===== src/rtl/spi_pkg.sv =====
// -----------------------------------------------------------------------------
// spi_pkg
// Shared types and constants for the SPI serial data path.
//   SPI_DATA_W    : default transfer width in bits
//   shift_state_e : data shifter FSM states (IDLE, SHIFT, DONE)
//   bit_order_e   : serial bit order (MSB_FIRST, LSB_FIRST)
// -----------------------------------------------------------------------------
package spi_pkg;

  localparam int SPI_DATA_W = 8;

  typedef enum logic [1:0] {
    IDLE  = 2'd0,
    SHIFT = 2'd1,
    DONE  = 2'd2
  } shift_state_e;

  typedef enum logic {
    MSB_FIRST = 1'b0,
    LSB_FIRST = 1'b1
  } bit_order_e;

endpackage


===== src/rtl/spi_strobe_select.sv =====
// -----------------------------------------------------------------------------
// spi_strobe_select
// Picks the send/receive strobe pair that matches the active SPI mode.
// Modes with cpol != cpha use the *_sclk0 strobes, the others the *_sclk ones.
// Purely combinational; shared with the slave-select control block.
// Ports:
//   cpol, cpha        : SPI clock polarity / phase
//   send_sclk/_sclk0  : send strobes from the baud generator
//   recv_sclk/_sclk0  : receive strobes from the baud generator
//   send, recv        : selected send / receive strobe
// -----------------------------------------------------------------------------
module spi_strobe_select (
  input  logic cpol,
  input  logic cpha,
  input  logic send_sclk,
  input  logic send_sclk0,
  input  logic recv_sclk,
  input  logic recv_sclk0,
  output logic send,
  output logic recv
);

  // NOTE: every signal assigned in always_comb gets a default first, so no
  // path leaves it unassigned and no latch is inferred.
  always_comb begin
    send = send_sclk;
    recv = recv_sclk;
    if (cpol ^ cpha) begin
      send = send_sclk0;
      recv = recv_sclk0;
    end
  end

endmodule


===== src/rtl/spi_data_shifter.sv =====
// -----------------------------------------------------------------------------
// spi_data_shifter
// Serial data path behind the SPI baud generator. Loads a parallel TX word,
// shifts it out on mosi_o on each selected send strobe, assembles miso_i into
// an RX word on each selected receive strobe, and pulses done_o once the
// last RX bit has arrived. Raising ss_i during a transfer aborts it.
//
// Optional build macro SPI_SHIFT_OVERRUN_EN adds overrun_o, a sticky flag
// raised by a load request while busy and cleared by the next accepted load.
//
// Ports:
//   PCLK, PRESET_n          : clock, asynchronous active-low reset
//   ss_i                    : slave select (active low, high aborts)
//   cpol_i, cpha_i          : SPI mode
//   lsbfe_i                 : 1 = LSB first (latched at load)
//   send_data_i             : single-cycle load request
//   data_mosi_i             : parallel TX word
//   mosi_send_sclk_i/_sclk0 : send strobes
//   miso_recieve_sclk_i/_sclk0 : receive strobes
//   miso_i / mosi_o         : serial in / out
//   data_miso_o             : last completed RX word
//   busy_o                  : transfer in progress
//   done_o                  : one-cycle completion pulse
//   overrun_o               : (SPI_SHIFT_OVERRUN_EN only) load-while-busy flag
// -----------------------------------------------------------------------------
module spi_data_shifter
  import spi_pkg::*;
#(
  parameter int DATA_W = SPI_DATA_W
) (
  input  logic              PCLK,
  input  logic              PRESET_n,
  input  logic              ss_i,
  input  logic              cpol_i,
  input  logic              cpha_i,
  input  logic              lsbfe_i,
  input  logic              send_data_i,
  input  logic [DATA_W-1:0] data_mosi_i,
  input  logic              mosi_send_sclk_i,
  input  logic              mosi_send_sclk0_i,
  input  logic              miso_recieve_sclk_i,
  input  logic              miso_recieve_sclk0_i,
  input  logic              miso_i,
  output logic              mosi_o,
  output logic [DATA_W-1:0] data_miso_o,
  output logic              busy_o,
  output logic              done_o
`ifdef SPI_SHIFT_OVERRUN_EN
  ,
  output logic              overrun_o
`endif
);

  localparam int CNT_W = $clog2(DATA_W + 1);
  localparam logic [CNT_W-1:0] CNT_FULL = CNT_W'(DATA_W);
  localparam logic [CNT_W-1:0] CNT_LAST = CNT_W'(DATA_W - 1);

  shift_state_e      state;
  shift_state_e      state_next;
  logic [DATA_W-1:0] tx_sr;
  logic [DATA_W-1:0] rx_sr;
  logic [DATA_W-1:0] rx_next;
  logic [CNT_W-1:0]  tx_cnt;
  logic [CNT_W-1:0]  rx_cnt;
  bit_order_e        order_q;
  logic              send_stb;
  logic              recv_stb;
  logic              load;
  logic              shifting;
  logic              last_rx;

  spi_strobe_select u_strobe_select (
    .cpol       (cpol_i),
    .cpha       (cpha_i),
    .send_sclk  (mosi_send_sclk_i),
    .send_sclk0 (mosi_send_sclk0_i),
    .recv_sclk  (miso_recieve_sclk_i),
    .recv_sclk0 (miso_recieve_sclk0_i),
    .send       (send_stb),
    .recv       (recv_stb)
  );

  assign load     = (state == IDLE) && send_data_i && !ss_i;
  // Abort (ss_i high) takes priority over any strobe in the same cycle.
  assign shifting = (state == SHIFT) && !ss_i;
  assign last_rx  = shifting && recv_stb && (rx_cnt == CNT_LAST);

  // RX word including the bit arriving this cycle; also the value captured
  // into data_miso_o on the final receive strobe.
  always_comb begin
    rx_next = {rx_sr[DATA_W-2:0], miso_i};
    if (order_q == LSB_FIRST) begin
      rx_next = {miso_i, rx_sr[DATA_W-1:1]};
    end
  end

  // State register.
  // NOTE: sequential state is updated with non-blocking assignments so every
  // flop samples pre-edge values regardless of process ordering.
  always_ff @(posedge PCLK or negedge PRESET_n) begin
    if (!PRESET_n) begin
      state <= IDLE;
    end else begin
      state <= state_next;
    end
  end

  // Next-state logic.
  always_comb begin
    state_next = state;
    case (state)
      IDLE:    if (load) state_next = SHIFT;
      SHIFT: begin
        if (ss_i)         state_next = IDLE;
        else if (last_rx) state_next = DONE;
      end
      DONE:    state_next = IDLE;
      default: state_next = IDLE;
    endcase
  end

  // Output logic.
  always_comb begin
    done_o = (state == DONE);
  end

  // Datapath: shift registers, counters, serial and parallel outputs.
  always_ff @(posedge PCLK or negedge PRESET_n) begin
    if (!PRESET_n) begin
      tx_sr       <= '0;
      rx_sr       <= '0;
      tx_cnt      <= '0;
      rx_cnt      <= '0;
      order_q     <= MSB_FIRST;
      mosi_o      <= 1'b0;
      data_miso_o <= '0;
      busy_o      <= 1'b0;
    end else begin
      case (state)
        IDLE: begin
          if (load) begin
            tx_sr   <= data_mosi_i;
            order_q <= bit_order_e'(lsbfe_i);
            tx_cnt  <= '0;
            rx_cnt  <= '0;
            busy_o  <= 1'b1;
          end
        end
        SHIFT: begin
          if (ss_i) begin
            tx_cnt <= '0;
            rx_cnt <= '0;
            busy_o <= 1'b0;
          end else begin
            // Send strobes beyond the word length are ignored.
            if (send_stb && (tx_cnt < CNT_FULL)) begin
              if (order_q == LSB_FIRST) begin
                mosi_o <= tx_sr[0];
                tx_sr  <= tx_sr >> 1;
              end else begin
                mosi_o <= tx_sr[DATA_W-1];
                tx_sr  <= tx_sr << 1;
              end
              tx_cnt <= tx_cnt + CNT_W'(1);
            end
            if (recv_stb) begin
              rx_sr  <= rx_next;
              rx_cnt <= rx_cnt + CNT_W'(1);
              if (last_rx) begin
                data_miso_o <= rx_next;
              end
            end
          end
        end
        DONE: begin
          busy_o <= 1'b0;
        end
        default: begin
          busy_o <= 1'b0;
        end
      endcase
    end
  end

`ifdef SPI_SHIFT_OVERRUN_EN
  // Sticky load-while-busy flag; an accepted load clears it and wins a tie.
  always_ff @(posedge PCLK or negedge PRESET_n) begin
    if (!PRESET_n) begin
      overrun_o <= 1'b0;
    end else if (load) begin
      overrun_o <= 1'b0;
    end else if (send_data_i && busy_o) begin
      overrun_o <= 1'b1;
    end
  end
`endif

endmodule


===== config.mk =====
export PLATFORM = sky130hd
export DESIGN_NAME = spi_data_shifter
export DESIGN_NICKNAME = d
export VERILOG_FILES = /design/src/rtl/spi_pkg.sv /design/src/rtl/spi_strobe_select.sv /design/src/rtl/spi_data_shifter.sv
export SDC_FILE = /design/constraint.sdc
export NUM_CORES = 1
export LEC_CHECK = 0
export CAP_MARGIN = 15
export CORE_ASPECT_RATIO = 1.1
export CORE_UTILIZATION = 47
export CTS_CLUSTER_SIZE = 30
export DETAILED_ROUTE_END_ITERATION = 12
export PLACE_DENSITY = 0.75
export SYNTH_ARGS = -nofsm -noshare
export SYNTH_HDL_FRONTEND = slang
export SYNTH_HIERARCHICAL = 1
export SYNTH_SLANG_ARGS = --single-unit

===== constraint.sdc =====
create_clock -name PCLK -period 1.72 [get_ports PCLK]
set_input_delay 0.344 -clock PCLK [delete_from_list [all_inputs] [get_ports PCLK]]
set_output_delay 0.344 -clock PCLK [all_outputs]
set_load 0.05 [all_outputs]

# Word-level counts from Yosys, hierarchy flattened
# Index checks and enable logic that the tools add are counted.
dict set report classes {
  bitwise_logic 2
  n_reduce_logical 18
  order_cmp 1
  n_eq_ne 10
  addsub 2
  n_mux 23
}
# operator n
set ops {}
lappend ops {{$mux W8} 5}
lappend ops {{$mux W4} 5}
lappend ops {{$pmux W4 S2} 2}
lappend ops {{$pmux W8 S2} 1}
lappend ops {{$reduce_and A3 Y1} 4}
lappend ops {{$add A4 B1 Y4 const B} 2}
lappend ops {{$reduce_and A4 Y1} 2}
lappend ops {{$logic_and A1 B1 Y1} 6}
lappend ops {{$mux W2} 3}
lappend ops {{$ne A2 B2 Y1 const B} 3}
lappend ops {{$ne A3 B3 Y1 const B} 2}
lappend ops {{$reduce_and A2 Y1} 3}
lappend ops {{$mux W1} 5}
lappend ops {{$eq A4 B3 Y1 const B} 1}
lappend ops {{$lt A4 B4 Y1 const B} 1}
lappend ops {{$pmux W2 S2} 1}
lappend ops {{$ne A3 B2 Y1 const B} 1}
lappend ops {{$eq A2 B1 Y1 const B} 1}
lappend ops {{$eq A2 B2 Y1 const B} 1}
lappend ops {{$logic_not A2 Y1} 1}
lappend ops {{$ne A2 B1 Y1 const B} 1}
lappend ops {{$pmux W1 S2} 1}
lappend ops {{$reduce_bool A2 Y1} 1}
lappend ops {{$logic_not A1 Y1} 1}
lappend ops {{other kinds (2)} 2}
dict set report word_totals {
  out_inout_bits 11
  regBits 37
  wordCells 65
  input_bits 20
}

# Logic depth before layout (Yosys ltp)
# Gate-level depths: netlist (run 1).
dict set report depth {
  depth_word 7
  depth_mapped 7
  ltp_nobuf 6
}

# Hierarchy
# Netlist (run 1), hierarchy kept.
# module n_inst cells_per_inst area_per_inst_um2 seq_area_each_um2
set modules_own_cells {}
lappend modules_own_cells {spi_data_shifter 1 158 1800.5 925.9}
lappend modules_own_cells {spi_strobe_select 1 3 31.3 0.0}

# Worst setup path before layout (run 1)
# OpenSTA, ideal clock, no wires.
dict set report synth_timing {
  path_kind {input -> register}
  from {input port cpha_i}
  to {register tx_cnt[2]}
  cell_stages 6
  setup_time_ns 0.125
  required_ns 1.595
  path_buffers 0
  slack_ns -0.059
  t_arrival_ns 1.654
  path_cell_list {xnor2_1 mux2_1 nor2b_1 o21a_1 o21ai_1 mux2_4}
}
dict set report synth_via {
  elab_chain_len 5
}
# element line
set synth_rtl {}
lappend synth_rtl {{start, declared} spi_data_shifter.sv:35} ;# input logic cpha_i,
lappend synth_rtl {{$xor A1 B1 Y1} spi_strobe_select.sv:28} ;# if (cpol ^ cpha) begin
lappend synth_rtl {{$mux W1} spi_strobe_select.sv:28}
lappend synth_rtl {{via send_stb} spi_data_shifter.sv:66} ;# logic send_stb;
lappend synth_rtl {{$logic_and A1 B1 Y1} spi_data_shifter.sv:156} ;# if (send_stb && (tx_cnt < CNT_FULL)) begin
lappend synth_rtl {{$ne A3 B2 Y1 (no source line)} --}
lappend synth_rtl {{$reduce_and A3 Y1 (no source line)} --}
lappend synth_rtl {{end signal, assigned} spi_data_shifter.sv:164} ;# tx_cnt <= tx_cnt + CNT_W'(1);
lappend synth_rtl {{end, declared} spi_data_shifter.sv:63} ;# logic [CNT_W-1:0] tx_cnt;
# The timed path passes the listed nets, and every way through them passes these cells.
# A chain may end at the register's enable or synchronous reset.

# Final worst setup path (run 1)
dict set report layout_timing {
  from {input port ss_i}
  to {register data_miso_o[3]}
}
dict set report layout_via {
  elab_chain_len 5
  word_cells_on_any_way 6
  classes_between {bitwise: 1; reduce/logical: 5}
}
# element line
set layout_rtl {}
lappend layout_rtl {{start, declared} spi_data_shifter.sv:33} ;# input logic ss_i,
lappend layout_rtl {{$logic_not A1 Y1} spi_data_shifter.sv:85} ;# assign shifting = (state == SHIFT) && !ss_i;
lappend layout_rtl {{$logic_and A1 B1 Y1} spi_data_shifter.sv:85}
lappend layout_rtl {{$logic_and A1 B1 Y1 (2 in a row)} spi_data_shifter.sv:86} ;# assign last_rx = shifting && recv_stb && (rx_cnt == CNT_LAST);
lappend layout_rtl {{$reduce_and A4 Y1 (no source line) (*)} --}
lappend layout_rtl {{end signal, assigned} spi_data_shifter.sv:170} ;# data_miso_o <= rx_next;
lappend layout_rtl {{end, declared} spi_data_shifter.sv:45} ;# output logic [DATA_W-1:0] data_miso_o,
# Every way passes the cells marked *; elsewhere a longest branch is shown, timed or not.

==> results of run 1 <==
-- kinds of logic (layout without fill, tap and decap cells) --
logic type                 Yosys count  in the layout  synth area share, %
AOI/OAI and AO/OA                   30             30                 9.56
xor gates and xnor gates             3              3                 1.43
adders and majority gates            2              2                 1.37
buffers and inverters               13             54                 3.82
DFF                                 37             37                 50.5
muxes                               37             37                 22.5
and+or+nand+nor                     39             39                 10.8
-- cell usage after synthesis, types with 2 or more instances --
master | n | area share (%)
a211oi_1 | 2 | 0.82
a21oi_1 | 10 | 2.7
a22o_1 | 2 | 0.96
and2b_1 | 2 | 0.82
and3_1 | 3 | 1.0
buf_2 | 5 | 1.4
buf_6 | 2 | 1.2
clkbuf_1 | 2 | 0.41
dfrtp_1 | 37 | 51
ha_1 | 2 | 1.4
inv_1 | 4 | 0.82
mux2_1 | 2 | 1.2
mux2_2 | 27 | 17
mux2i_1 | 7 | 3.8
nand2_1 | 11 | 2.3
nand2b_1 | 2 | 0.68
nand3_1 | 2 | 0.55
nor2_1 | 11 | 2.3
nor2b_1 | 2 | 0.68
o21ai_0 | 11 | 3.0
xnor2_1 | 3 | 1.4
-- sequential cells by signal, summed over array words and instances, names as in the netlist, 2 cells and up --
register     flops
data_miso_o      8
state            2
rx_cnt           4
tx_sr            8
tx_cnt           4
rx_sr            8
-- timing repair --
action                     4_1_cts  5_1_grt
setup endpoints to repair       34       11
gates cloned                     0        0
gates resized for setup          9        2
pin swaps                        2        1
hold buffers                     0        0
buffers inserted                 0        0
-- how the worst max path moves through the flow --
stage	from	cells after the start	to	slack [ns]
5_1_grt	cpol_i	7	tx_cnt[2]	0.02
4_1_cts	cpha_i	6	data_miso_o[3]	0.02
2_1_floorplan	cpha_i	6	tx_cnt[2]	0.01
3_5_place_dp	cpha_i	6	data_miso_o[3]	-0.73
6_report	ss_i	5	data_miso_o[3]	0.05
3_3_place_gp	cpha_i	6	data_miso_o[0]	-0.65
-- through the flow --
stage          total power [mW]  instances  hold slack, ns
5_1_grt                    2.37        252           0.528
3_5_place_dp               1.66        245           0.477
4_1_cts                    2.26        252           0.482
3_3_place_gp               1.63        245           0.471
6_report                   2.23        252           0.468
2_1_floorplan              1.47        161          0.0484
-- power groups by stage --
stage	combinational (mW)	clock, mW	sequential, mW
6_report	0.525	0.596	1.11
5_1_grt	0.589	0.646	1.13
4_1_cts	0.532	0.621	1.11
3_5_place_dp	0.528	0	1.13
3_3_place_gp	0.510	0	1.12
2_1_floorplan	0.343	0	1.13
-- per-layer routing --
layer | routed length [um] | vias up
met3 | 146 | 9
li1 | - | 645
met2 | 1760 | 28
met1 | 1520 | 648
met5 | 0 | -
met4 | 79 | 0
-- layout make-up --
class	count	area (um2)	area share [%]
inverters	4	15.0	0.641
clock buffers	7	86.3	3.69
multi-input cells	111	873	37.3
repair buffers	43	379	16.2
flip-flops and latches	37	926	39.5
well taps	50	62.6	2.67
==> key figures, run 1 <==
Run status
  • Status: finished, final reports clean

Global route
  • GR Util All Layers: 19.9%
  • Largest net degree at the start of global routing: 38
  • GR peak layer: met2
  • GRT overflow: 0
  • Initial antenna violation count: 0
  • Met1 Use GR: 22.9%
  • M2 GR Usage: 33.7%
  • First-pass GRT wire length: 5.84 mm
  • Routing usage on met3: 4.21%
  • Number of global-route vias before repair: 1353

Power
  • Clock power frac: 26.7%
  • Lkg Pwr: 1.13 nW
  • Flop pwr share: 49.8%
  • Switching Share: 27.8%
  • Int Power: 1.61 mW
  • Peak VDD IR: 0.000493 V
  • Logic pwr share: 23.5%
  • P_sw: 0.621 mW
  • Power Dens Cells: 953 nW/um2

Drt
  • Vias per cell: 5.28
  • Post-route DRC: 0
  • Post-DR wirelength/cell: 13.9 um
  • Final wirelength: 3.50 mm
  • Initial detailed-routing violation count: 55
  • Routed Antenna Nets: 0
  • Via count: 1330
  • TritonRoute pass-1 iters: 4

Run
  • Number of max-cap violations: 0

Synth
  • Yosys reg bits: 37
  • Syn Nets: 183
  • Gate Count Post-Synth: 161
  • Synth warn: 6
  • Number of flops mapped to enable cells by yosys: 0
  • Number of different library cells in the post-synthesis netlist: 33
  • Sequential area share after synthesis: 50.5%
  • Top FF cell, synth: dfrtp_1
  • Avg Cell Area, Syn: 11.4 um2
  • Synth async-reset ratio: 100%
  • Cell Area, Synth: 1830 um2

Die
  • Core area: 3680 um2
  • Die area: 4150 um2
  • Die H: 67.5 um
  • Boundary Pins: 31
  • Width of the die: 61.5 um
  • Starting Density: 49.7%
  • FP Rows: 23

Critical path
  • Crit. End Element: flip-flop
  • Critical path required time: 1.89 ns
  • Buf+Inv Stages, Crit Path: 2
  • Crit Path Category: input port to flip-flop
  • Worst setup SP type: input port
  • Reg2reg end: data_miso_o[3]
  • Crit path max-delay family: buffers and inverters
  • Critical Path Fanout Max: 10
  • Reg2Reg Setup Slack: 0.11 ns
  • Arr. time, crit path: 1.84 ns
  • CP Cell Sequence: clkdlybuf4s50_1 -> inv_1 -> and3_1 -> and4b_4 -> mux2_2
  • Slowest CP cell: clkdlybuf4s50_1
  • Max stage delay on crit path: 0.48 ns
  • Reg2reg start: state[1]
  • Reg2reg path depth: 4

Clock tree
  • Reg clk slew, reported paths: 0.07 ns
  • CTS buffer count: 5
  • CTS Sinks: 37
  • Insertion delay to the later sink of the worst-skew pair: 0.28 ns
  • Max clock buf depth: 2
  • CTS tree: done
  • Root Driver: clkbuf_8
  • CTS H-tree lvls: 2

Place
  • Placed standard-cell area: 2240 um2
  • Gp weighted congestion: 0.801
  • Pre-CTS setup slack: -0.732 ns
  • Buffers on Ports: 30
  • Post-DP HPWL: 2.63 mm

Min path
  • Min-delay worst type: input port to async pin

Final layout
  • Antenna cells: 0
  • Nets: 224
  • Leading cell type in the layout, fill and taps excluded: dfrtp_1
  • Post-Layout Inst Area: 2340 um2
  • Area grow syn2layout: 27.9%
  • Share of post-route cells with drive strength above 1: 33.2%
  • Fin util: 63.6%
  • Most frequent cells in the layout: dfrtp_1 (37), mux2_2 (27), buf_4 (23)
  • # fillers: 315

STA
  • Setup TNS: 0 ns
  • Fin. Hold Viols: 0
  • Setup slack after layout: 0.0461 ns
  • FMAX: 0.597 GHz
  • Setup Skew: 0.00531 ns
  • Worst-Margin Slew: 0.499 ns
  • RSZ-0062 raised after global routing: false
  • Relative slew slack: 66.8%
  • Minimum clock period: 1.67 ns
  • Final Cycle Share: 97.3%
  • # setup viols final: 0
  • Max Slew Vio Count: 0
Note: power is estimated with default switching activity, not from simulation.
==> run 2, diff against run 1 <==
Settings changed: SETUP_SLACK_MARGIN set to 0.5.
==> key figures, run 2 (synthesized netlist as in run 1, its figures left out) <==
Final layout
  • Area of the multi-input gates: 990 um2 (+13%)
  • Area grow syn2layout: 42.9%
  • Antenna cells: 0 (unchanged)
  • Nets: 235 (+4.9%)
  • Reg area: 927 um2 (+0.14%)
  • Post-Layout Inst Area: 2620 um2 (+12%)
  • Non-Filler Instances: 263 (+4.4%)
  • Most frequent cells in the layout: dfrtp_1 (36), mux2_2 (17), buf_6 (17)
  • Biggest regs: data_miso_o x8, rx_sr x8, tx_sr x8
  • Share of post-route cells with drive strength above 1: 43.2% (+10 points)
  • Leading cell type in the layout, fill and taps excluded: dfrtp_1
  • # fillers: 277 (-12%)

Die
  • Width of the die: 61.5 um (unchanged)
  • Die area: 4150 um2 (unchanged)
  • FP Rows: 23 (unchanged)
  • Die H: 67.5 um (unchanged)
  • Core area: 3680 um2 (unchanged)
  • Starting Density: 49.7% (unchanged)
  • Boundary Pins: 31 (unchanged)

STA
  • Fin. Hold Viols: 0 (unchanged)
  • Worst hold margin: 0.476 ns (+0.00762 ns)
  • # setup viols final: 0 (unchanged)
  • Max Slew Vio Count: 0 (unchanged)
  • Final Cycle Share: 93.2% (-4.1 points)
  • Setup TNS: 0 ns (unchanged)
  • Minimum clock period: 1.60 ns (-0.0708 ns)
  • RSZ-0062 raised after global routing: true
  • Setup Skew: 0.00268 ns (-0.00263 ns)
  • FMAX: 0.624 GHz (+4.4%)
  • Relative slew slack: 70.2% (+3.4 points)
  • Worst-Margin Slew: 0.447 ns (-0.0514 ns)

Critical path
  • CP Cell Sequence: buf_8 -> xnor2_4 -> mux2_4 -> nor2b_4 -> o21a_4 -> o21ai_2 -> mux2_4
  • Worst setup SP type: input port
  • Arr. time, crit path: 1.77 ns (-0.07 ns)
  • Critical Path Fanout Max: 2 (-8)
  • Cell mode on critical path: mux2_4
  • Crit path max-delay family: multiplexers
  • Reg2Reg Setup Slack: 0.16 ns (+0.05 ns)
  • Crit Path Category: input port to flip-flop
  • Max stage delay on crit path: 0.33 ns (-0.15 ns)
  • Worst setup startpoint: cpha_i
  • Critical path required time: 1.89 ns (about the same)
  • Slowest CP cell: mux2_4
  • Reg2reg start: state[0]
  • Buf+Inv Stages, Crit Path: 1 (-1)
  • Crit. End Element: flip-flop

Clock tree
  • CTS Sinks: 37 (unchanged)
  • Root Driver: clkbuf_8
  • CTS H-tree lvls: 2 (unchanged)
  • CTS buffer count: 5 (unchanged)
  • CTS tree: done
  • Reg clk slew, reported paths: 0.07 ns (about the same)
  • Insertion delay to the later sink of the worst-skew pair: 0.28 ns (about the same)
  • Max clock buf depth: 2 (unchanged)

Min path
  • Min-delay worst type: input port to async pin

Power
  • P_sw: 0.690 mW (+11%)
  • Final Total Pwr: 2.36 mW (+5.8%)
  • Clock power frac: 25.5% (-1.2 points)
  • Lkg Pwr: 1.25 nW (+10%)
  • Logic pwr share: 26.7% (+3.2 points)
  • Int Power: 1.67 mW (+3.7%)
  • Peak VDD IR: 0.000633 V (+28%)
  • Switching Share: 29.2% (+1.4 points)
  • Power Dens Cells: 902 nW/um2 (-5.3%)
  • Flop pwr share: 47.8% (-2.0 points)

Drt
  • Final wirelength: 4.46 mm (+28%)
  • Post-DR wirelength/cell: 17.0 um (+22%)
  • Initial detailed-routing violation count: 47 (-15%)
  • Routed Antenna Nets: 0 (unchanged)
  • Post-route DRC: 0 (unchanged)
  • Via count: 1425 (+7.1%)
  • TritonRoute pass-1 iters: 4 (unchanged)
  • Vias per cell: 5.42 (+2.7%)

Run status
  • Status: finished, final reports clean

Global route
  • GR Util All Layers: 24.6% (+4.7 points)
  • Number of global-route vias before repair: 1548 (+14%)
  • Initial antenna violation count: 0 (unchanged)
  • First-pass GRT wire length: 7.11 mm (+22%)
  • GRT overflow: 0 (unchanged)
  • Largest net degree at the start of global routing: 38 (unchanged)

Place
  • Post-DP HPWL: 2.78 mm (+5.7%)
  • Buffers on Ports: 30 (unchanged)
  • Placed standard-cell area: 2300 um2 (+2.5%)
  • Gp weighted congestion: 0.822 (+2.7%)
  • Inst Count DP: 249 (+1.6%)

Run
  • Number of max-cap violations: 0 (unchanged)
## run 2: cell count changes in the layout (fill, tap and decap cells not counted), moves of 8 or more
cell / previous run / this run
buf_4: 23 / 15
buf_6: 0 / 17
mux2_2: 27 / 17
mux2_4: 2 / 13
o21ai_0: 11 / 1
o21ai_1: 0 / 9
## run 2: path summary, 6_finish.rpt
check / endpoint / depth (start not counted)
worst max-delay path: tx_cnt[2] / 7
max in group asynchronous: order_q / 2
worst min-delay path: rx_cnt[1] / 2
min in group PCLK: rx_sr[0] / 1
worst min register to register: rx_sr[0] / 1
worst max register to register: tx_cnt[2] / 4
## run 2: repair_timing
item,4_1_cts,5_1_grt
pin swaps,10,7
setup endpoints to repair,39,48
hold buffers,0,0
setup buffers,4,2
resized for setup,42,24
cloned,1,0
## run 2: layout make-up
type	instances	share of cell area (%)
Timing Repair Buffer	53	20.5
Sequential cell	37	35.4
Inverter	4	0.574
Tap cell	50	2.39
Multi-Input combinational cell	112	37.8
Clock buffer	7	3.30
## run 2: per-stage QoR
step                      utilization, %  setup WS (ns)
after CTS                           68.1          0.145
after floorplan                        -         0.0132
after global placement              62.5         -0.677
final                               71.1          0.117
after global routing                71.1         0.0916
after detailed placement            62.5         -0.733
## run 2: routing by layer
metal	up-vias	wire (um)	track usage (%)
met4	0	114	15.0
met3	12	143	5.75
met1	709	1810	28.1
met5	-	0	0
met2	33	2390	41.0
li1	671	-	-
## run 2: power groups by stage
stage	sequential, mW	clock [mW]	combinational [mW]
3_5_place_dp	1.13	0	0.558
3_3_place_gp	1.12	0	0.528
4_1_cts	1.12	0.614	0.590
5_1_grt	1.15	0.655	0.685
6_report	1.13	0.601	0.630
2_1_floorplan	1.13	0	0.360
## run 2: worst reg2reg max path: stages, from the launching register on
cell     delay [ns]
dfrtp_1        0.42
or3b_4         0.44
nor2_4         0.21
o21ai_2        0.09
mux2_4         0.29
